<file path="config.mk">
export PLATFORM = sky130hd
export DESIGN_NAME = bus_sync_hs
export DESIGN_NICKNAME = d
export VERILOG_FILES = /design/src/rtl/bus_sync_pkg.sv /design/src/rtl/sync_chain.sv /design/src/rtl/bus_sync_hs.sv
export SDC_FILE = /design/constraint.sdc
export NUM_CORES = 1
export LEC_CHECK = 0
export BUFFER_PORTS_ARGS = -buffer_cell sky130_fd_sc_hd__buf_2
export CAP_MARGIN = 20
export CORE_AREA = 4 4 41 43
export DETAILED_ROUTE_END_ITERATION = 10
export DIE_AREA = 0 0 45 47
export PLACE_DENSITY = 0.74
export SETUP_SLACK_MARGIN = 0.4
export SLEW_MARGIN = 0
export SYNTH_ARGS = -nofsm -noshare
export SYNTH_HDL_FRONTEND = slang
export SYNTH_SLANG_ARGS = --single-unit
</file>
<file path="constraint.sdc">
create_clock -name CLK -period 2.09 [get_ports CLK]
set_clock_uncertainty 0.15 [all_clocks]
set_input_delay 0.3135 -clock CLK [delete_from_list [all_inputs] [get_ports CLK]]
set_output_delay 0.3135 -clock CLK [all_outputs]
set_load 0.005 [all_outputs]
</file>
<file path="src/rtl/bus_sync_pkg.sv">
// Shared constants and helpers for the destination-side CDC bus synchroniser
// and its qualifier sync chain.
package bus_sync_pkg;

  localparam int SYNC_MODE_LEVEL  = 0;
  localparam int SYNC_MODE_TOGGLE = 1;

  localparam int NUM_STAGES_MIN = 2;
  localparam int NUM_STAGES_MAX = 4;

  localparam int OVR_CNT_W = 8;

  // Per-cycle handshake decode for the holding register.
  typedef struct packed {
    logic capture;
    logic accept;
    logic overrun;
  } hs_event_t;

  function automatic logic [OVR_CNT_W-1:0] sat_inc(input logic [OVR_CNT_W-1:0] v);
    return (&v) ? v : v + OVR_CNT_W'(1);
  endfunction

endpackage

</file>
<file path="src/rtl/sync_chain.sv">
// Single-bit multi-flop synchroniser; also used on the source side to bring
// Sync_Ack back across the boundary.
module sync_chain
  import bus_sync_pkg::*;
#(
  parameter int NUM_STAGES = 2
) (
  input  logic CLK,
  input  logic RST,
  input  logic d,
  output logic q
);

  localparam int STAGES = (NUM_STAGES < NUM_STAGES_MIN) ? NUM_STAGES_MIN :
                          (NUM_STAGES > NUM_STAGES_MAX) ? NUM_STAGES_MAX : NUM_STAGES;

  logic [STAGES-1:0] stage_q;
  logic [STAGES-1:0] stage_d;

  always_comb begin
    stage_d = {stage_q[STAGES-2:0], d};
  end

  // NOTE: flops take <= so every stage samples the pre-edge value of the one before it.
  always_ff @(posedge CLK or negedge RST) begin
    if (!RST) stage_q <= '0;
    else      stage_q <= stage_d;
  end

  assign q = stage_q[STAGES-1];

endmodule

</file>
<file path="src/rtl/bus_sync_hs.sv">
// Destination-domain bus synchroniser with valid/ready holding register,
// overrun pulse and acceptance-toggle ack. Optional OVERRUN_CNT_EN adds Overrun_Cnt.
module bus_sync_hs
  import bus_sync_pkg::*;
#(
  parameter int Width       = 8,
  parameter int NUM_STAGES  = 2,
  parameter int TOGGLE_MODE = SYNC_MODE_LEVEL
) (
  input  logic             CLK,
  input  logic             RST,
  input  logic [Width-1:0] P_Data_in,
  input  logic             bus_enable,
  input  logic             Sync_Ready,
  output logic [Width-1:0] Sync_Data,
  output logic             Sync_Valid,
  output logic             enable_pulse_d,
  output logic             Sync_Ack,
`ifdef OVERRUN_CNT_EN
  output logic [OVR_CNT_W-1:0] Overrun_Cnt,
`endif
  output logic             Overrun
);

  logic sync_out;

  sync_chain #(.NUM_STAGES(NUM_STAGES)) u_sync_chain (
    .CLK (CLK),
    .RST (RST),
    .d   (bus_enable),
    .q   (sync_out)
  );

  logic             edge_q,  edge_d;
  logic [Width-1:0] data_q,  data_d;
  logic             valid_q, valid_d;
  logic             pulse_q, pulse_d;
  logic             ack_q,   ack_d;
  logic             ovr_q,   ovr_d;
  hs_event_t        ev;

  // NOTE: every output of this block is assigned on every path, so no latches form.
  always_comb begin
    ev.capture = (TOGGLE_MODE == SYNC_MODE_TOGGLE) ? (sync_out ^ edge_q)
                                                   : (sync_out & ~edge_q);
    ev.accept  = valid_q & Sync_Ready;
    ev.overrun = ev.capture & valid_q & ~Sync_Ready;

    edge_d  = sync_out;
    data_d  = ev.capture ? P_Data_in : data_q;
    valid_d = ev.capture | (valid_q & ~ev.accept);
    pulse_d = ev.capture;
    ack_d   = ack_q ^ ev.accept;
    ovr_d   = ev.overrun;
  end

  // NOTE: the data holding register is reset too, so Sync_Data is 0 before the first word.
  always_ff @(posedge CLK or negedge RST) begin
    if (!RST) begin
      edge_q  <= 1'b0;
      data_q  <= '0;
      valid_q <= 1'b0;
      pulse_q <= 1'b0;
      ack_q   <= 1'b0;
      ovr_q   <= 1'b0;
    end else begin
      edge_q  <= edge_d;
      data_q  <= data_d;
      valid_q <= valid_d;
      pulse_q <= pulse_d;
      ack_q   <= ack_d;
      ovr_q   <= ovr_d;
    end
  end

  assign Sync_Data      = data_q;
  assign Sync_Valid     = valid_q;
  assign enable_pulse_d = pulse_q;
  assign Sync_Ack       = ack_q;
  assign Overrun        = ovr_q;

`ifdef OVERRUN_CNT_EN
  logic [OVR_CNT_W-1:0] cnt_q, cnt_d;

  // Counts in step with the Overrun pulse and sticks at all-ones.
  always_comb begin
    cnt_d = ev.overrun ? sat_inc(cnt_q) : cnt_q;
  end

  always_ff @(posedge CLK or negedge RST) begin
    if (!RST) cnt_q <= '0;
    else      cnt_q <= cnt_d;
  end

  assign Overrun_Cnt = cnt_q;
`endif

endmodule

</file>
==> results_dict.tcl, run 1 <==
set metrics [dict create \
    cts_sinks 15 \
    cts_buffers 3 \
    grt_max_degree 16 \
    multiInputGateArea_um2 160.2 \
    fin_crit_ns 1.252 \
    grt_use_met1 0.1217 \
    synth_nets 42 \
    p_leak_nw 0.3818 \
    status "completed" \
    critPathKind "reg -> out" \
    clock_latency_ns 0.27 \
    die_w_um 45 \
    startpoint_type "flip-flop" \
    synth_seq_cells 15 \
    crit_path_end_kind "output pin" \
    seqCellArea_um2 375.4 \
    synth_most_common_cell "dfrtp_1" \
    fin_hold_ws_ns 0.1199 \
    rsz0062_at_grt "no" \
    num_vias 333 \
    die_h_um 47 \
    slew_headroom 0.7856 \
    fin_tns_setup_ns 0 \
    yosysSeqAreaShare 0.6897 \
    cp_max_fo 2 \
    tritoncts "done" \
    dieArea_um2 2115 \
    grt_pass1_vias 342 \
    netlist_instances 30 \
    yosysUniqueCellTypes 8 \
    remaining_drc_errors 0 \
    h-tree-depth 1 \
    coreArea_um2 1301 \
    async_flop_share 1.000 \
    crit_family "flip-flops" \
    initial_core_util 0.4183 \
    drt_wl_total_um 964 \
    rows 13 \
    gr-total-overflow 0 \
    clockBufferDepth 2 \
    setup_violations 0 \
    fill_cells 123 \
    yosys_warnings 0 \
    peakVddDrop_v 0.0005077 \
    cp.arrival_ns 0.79 \
    synth_flop_cell "dfrtp_1" \
    use_met2 0.1638 \
    post-dp-hpwl_um 749.9 \
    synth_area_um2 544.3 \
    power_density_nw_per_um2 857.6 \
    fin_nets 72 \
    max_freq_mhz 798.7 \
    globalRouteMet3Util 0.03831 \
    final_layout_size_suffix_gt1_frac 0.6102 \
    wl_per_cell_um 13.03 \
    drt.antenna.violating_nets 0 \
    synth_top_area_frac 0.6897 \
    cts_root_buffer "clkbuf_4" \
    maxSlewViolCount 0 \
    drv_cap 0 \
    path_buf_inv 1 \
    finalHoldViolCount 0 \
    critPathRequiredTime_ns 1.63 \
    grt_pass1_wl_um 1497 \
    io_pins 24 \
    syn_to_final_growth_pct 33.10 \
    critPathMaxStageDelay_ns 0.39 \
    cts-resized-gates 0 \
    synth_area_leaders "dfrtp_1 (69%), mux2_4 (22%), nand2b_4 (2.5%)" \
    antenna_found_initial 0 \
    syn_avg_cell_area_um2 18.14 \
    track_usage 0.1051 \
    vias_per_cell 4.500 \
    hold_class "in -> reg" \
    synth_edf_count 0 \
    timing.final.crit_share 0.5991 \
    cts_setup_buffers 0 \
    ys_top_cells_by_count "dfrtp_1 (15), mux2_4 (8), nand2_1 (2)" \
    synth_top_cell_by_area "dfrtp_1" \
    place_congestion 0.5854 \
    drt_iter0_drc 6 \
    clk_pin_slew_ns 0.08 \
    tightest_slew_ns 0.3217 \
    critPathSlowestCell "dfrtp_1" \
    port_buffers 23 \
    busiest_layer "met2" \
    first_pass_iters 4 \
    antenna_cells 0 \
    crit_chain "buf_2" \
]
## final timing paths
check | start | endpoint | slack, ns | cells past startpoint
min reg2reg | u_sync_chain.stage_q[0] | u_sync_chain.stage_q[1] | 0.20 | 0
max | Sync_Data[5] | Sync_Data[5] | 0.84 | 1
max reg2reg | edge_q | Sync_Data[6] | 0.86 | 3
min in group asynchronous | RST | Overrun | 0.31 | 2
max in group asynchronous | RST | Sync_Ack | 1.24 | 2
min | P_Data_in[7] | Sync_Data[7] | 0.12 | 2
## final cells by class
class                   count  area share
multi-input cells          14      0.2211
repair buffers             25      0.1865
flip-flops and latches     15      0.5181
inverters                   1     0.01209
well taps                  15     0.02591
clock buffers               4     0.03627
## layout by cell type, fill, tap and decap left out
master / Yosys / routed
mux2_4: 8 / 8
dlygate4sd3_1: 0 / 2
clkbuf_4: 0 / 3
nand2b_1: 1 / 1
clkbuf_1: 0 / 1
nand2b_4: 1 / 1
dfrtp_1: 15 / 15
buf_2: 0 / 23
xnor2_1: 1 / 1
inv_6: 1 / 1
nand2_1: 2 / 2
nor2_1: 1 / 1
## power by group
part | switching [W] | internal, W
registers | 0.0000211 | 0.000329
clock network | 0.0000801 | 0.0000738
logic | 0.0000426 | 0.0000748
## state kept, by name (all words and copies together), names as in the netlist
register and cells:
enable_pulse_d 1, Sync_Valid 1, Sync_Ack 1, Sync_Data 8, edge_q 1, u_sync_chain.stage_q 2, Overrun 1
## cells by family after synthesis
family,after synthesis,share of synthesized area
DFF,15,0.6897
buffers and inverters,1,0.01609
xor gates and xnor gates,1,0.01609
muxes,8,0.2207
and+or+nand+nor,5,0.05747
## layer usage
metal	wire, um	up-vias
met4	0	0
met1	378	157
met2	486	18
li1	-	158
met3	98	0
met5	0	-
## stage by stage
stage / power (W) / std cells / instance area, um2 / worst slack (ns) / utilization
2_1_floorplan: 0.0004129 / 30 / 544.3 / 0.9280 / -
3_3_place_gp: 0.0004682 / 68 / 678.2 / 0.9045 / 0.5212
3_5_place_dp: 0.0004731 / 68 / 678.2 / 0.8705 / 0.5212
4_1_cts: 0.0006339 / 74 / 724.4 / 0.8147 / 0.5567
5_1_grt: 0.0006580 / 74 / 724.4 / 0.7892 / 0.5567
6_report: 0.0006213 / 74 / 724.4 / 0.8380 / 0.5567
## repair_timing
item	4_1_cts	5_1_grt
hold buffers	2	0
setup endpoints to repair	0	0
endpoints found under the hold margin	16	0
(Power assumes the default switching activity.)
==> run 2: changes to the inputs <==
--- a/config.mk
+++ b/config.mk
@@ -7,9 +7,9 @@
 export LEC_CHECK = 0
 export BUFFER_PORTS_ARGS = -buffer_cell sky130_fd_sc_hd__buf_2
 export CAP_MARGIN = 20
-export CORE_AREA = 4 4 41 43
+export CORE_MARGIN = 4
+export CORE_UTILIZATION = 39
 export DETAILED_ROUTE_END_ITERATION = 10
-export DIE_AREA = 0 0 45 47
 export PLACE_DENSITY = 0.74
 export SETUP_SLACK_MARGIN = 0.4
 export SLEW_MARGIN = 0
==> constraint.sdc (replaced) <==
create_clock -name CLK -period 1 [get_ports CLK]
set_clock_uncertainty 0.15 [all_clocks]
set_input_delay 0.15 -clock CLK [delete_from_list [all_inputs] [get_ports CLK]]
set_output_delay 0.15 -clock CLK [all_outputs]
set_load 0.005 [all_outputs]
==> run 2 against run 1 <==
Compared with the run above: the flow now finishes with violations (negative hold slack, negative setup slack); power increased by 140%; via count up 9.6%; sequential share of layout area down 6.2 points; critical path type is now reg -> reg; highest routed layer unchanged.
==> results_dict.tcl, run 2 (same netlist as run 1, synthesis figures left out) <==
set metrics [dict create \
    grt_max_degree 16 \
    rows 13 \
    cts_sinks 15 \
    io_pins 24 \
    port_buffers 23 \
    path_buf_inv 1 \
    drt_iter0_drc 0 \
    timing.final.crit_share 1.170 \
    p_comb_frac 0.284 \
    route.met2.wl_um 470 \
    drt_wl_total_um 957 \
    drv_cap 0 \
    crit_path_end_kind "flip-flop" \
    placed_cells 69 \
    drt.antenna.violating_nets 0 \
    cp.arrival_ns 1.18 \
    clockBufferDepth 2 \
    coreArea_um2 1301 \
    remaining_drc_errors 0 \
    p_switching_w 0.0003444 \
    wl_met1_um 379 \
    tightest_slew_ns 0.3094 \
    num_vias 365 \
    top_layer_used "met3" \
    syn_to_final_growth_pct 51.03 \
    antenna_cells 0 \
    layout.cells.non_filler 83 \
    gr-total-overflow 0 \
    maxSlewViolCount 0 \
    violations "negative hold slack, negative setup slack" \
    grt_pass1_vias 410 \
    crit_family "flip-flops" \
    fin_tns_setup_ns -2.405 \
    die_w_um 45.36 \
    internal_power_w 0.001132 \
    dieArea_um2 2057 \
    cts_buffers 3 \
    fin_hold_ws_ns -0.3937 \
    place_area_um2 688.2 \
    finalHoldViolCount 24 \
    fin_crit_ns 1.170 \
    fin_ws_ns -0.1700 \
    mostFrequentLayoutCell "buf_2" \
    track_usage 0.1120 \
    hold_class "in -> async" \
    final_cell_mix "buf_2 (23), dfrtp_1 (15), mux2_4 (8)" \
    die_h_um 45.36 \
    fin_nets 81 \
    critPathMaxStageDelay_ns 0.41 \
    startpoint_type "flip-flop" \
    final_layout_size_suffix_gt1_frac 0.7353 \
    antenna_found_initial 0 \
    h-tree-depth 1 \
    tritoncts "done" \
    clock_latency_ns 0.27 \
    clk_pin_slew_ns 0.08 \
    wl_per_cell_um 11.53 \
    initial_core_util 0.4183 \
    design_area_um2 822.0 \
    max_freq_mhz 854.7 \
    cp_max_fo 9 \
    status "finished with violations" \
    largest_register_ffs 8 \
    grt_pass1_wl_um 1600 \
    final_util 0.6317 \
    peakVddDrop_v 0.0009346 \
    crit_chain "nand2b_4 > clkinv_8 > mux2_4" \
    rrSetupSlack_ns -0.17 \
    place_congestion 0.6067 \
    setup_violations 23 \
    met3WireLength_um 107 \
    p_leak_nw 0.4400 \
    power_density_nw_per_um2 1796 \
    critPathKind "reg -> reg" \
    seqPwrFrac 0.497 \
    power_switching_share 0.2333 \
    cts_root_buffer "clkbuf_4" \
    p_clk_frac 0.219 \
    critPathRequiredTime_ns 1.01 \
    vias_per_cell 4.398 \
    critPathSlowestCell "dfrtp_1" \
    first_pass_iters 1 \
    rsz0062_at_grt "yes" \
    slew_headroom 0.7937 \
]
==> run 2: layer usage <==
metal,vias up,GRT usage
li1,174,-
met1,172,0.1294
met2,19,0.1751
met3,0,0.03984
met4,0,0.07018
met5,-,0
==> run 2: layout make-up <==
class,count,area (um2)
Multi-Input combinational cell,14,172.7
Timing Repair Buffer,34,212.7
Clock buffer,4,26.28
Sequential cell,15,375.4
Tap cell,15,18.77
Fill cell,106,479.2
Inverter,1,16.27
==> run 2: repair_timing <==
action,CTS,global route
cloned,0,0
buffers inserted,7,3
setup endpoints to repair,26,26
endpoints found under the hold margin,25,25
pin swaps,2,0
resized for setup,4,4
==> run 2: worst paths after layout <==
path / start / endpoint / cells past startpoint
min in group CLK: bus_enable / u_sync_chain.stage_q[0] / 1
max in group asynchronous: RST / Sync_Data[7] / 1
setup / recovery: u_sync_chain.stage_q[1] / Sync_Data[6] / 3
hold reg to reg: u_sync_chain.stage_q[0] / u_sync_chain.stage_q[1] / 0
hold / removal: RST / u_sync_chain.stage_q[0] / 1
setup reg to reg: u_sync_chain.stage_q[1] / Sync_Data[6] / 3
==> run 2: power groups by stage <==
stage / logic [W] / clock network [W] / registers, W
2_1_floorplan: 0.000113 / 0 / 0.000751
3_3_place_gp: 0.000240 / 0 / 0.000742
5_1_grt: 0.000451 / 0.000375 / 0.000742
3_5_place_dp: 0.000245 / 0 / 0.000743
6_report: 0.000419 / 0.000324 / 0.000733
4_1_cts: 0.000325 / 0.000344 / 0.000726
==> run 2: through the flow <==
step | hold WS (ns) | worst slack (ns) | total power, W
5_1_grt | -0.3827 | -0.1988 | 0.001569
4_1_cts | -0.3957 | -0.1932 | 0.001394
6_report | -0.3937 | -0.1700 | 0.001476
3_3_place_gp | -0.09202 | -0.1655 | 0.0009821
2_1_floorplan | -0.2956 | -0.1532 | 0.0008641
3_5_place_dp | -0.08796 | -0.1846 | 0.0009880
==> run 2: worst register-to-register path: stages, from the launching register on <==
cell,delay (ns)
dfrtp_1,0.41
nand2b_4,0.12
clkinv_8,0.09
mux2_4,0.30
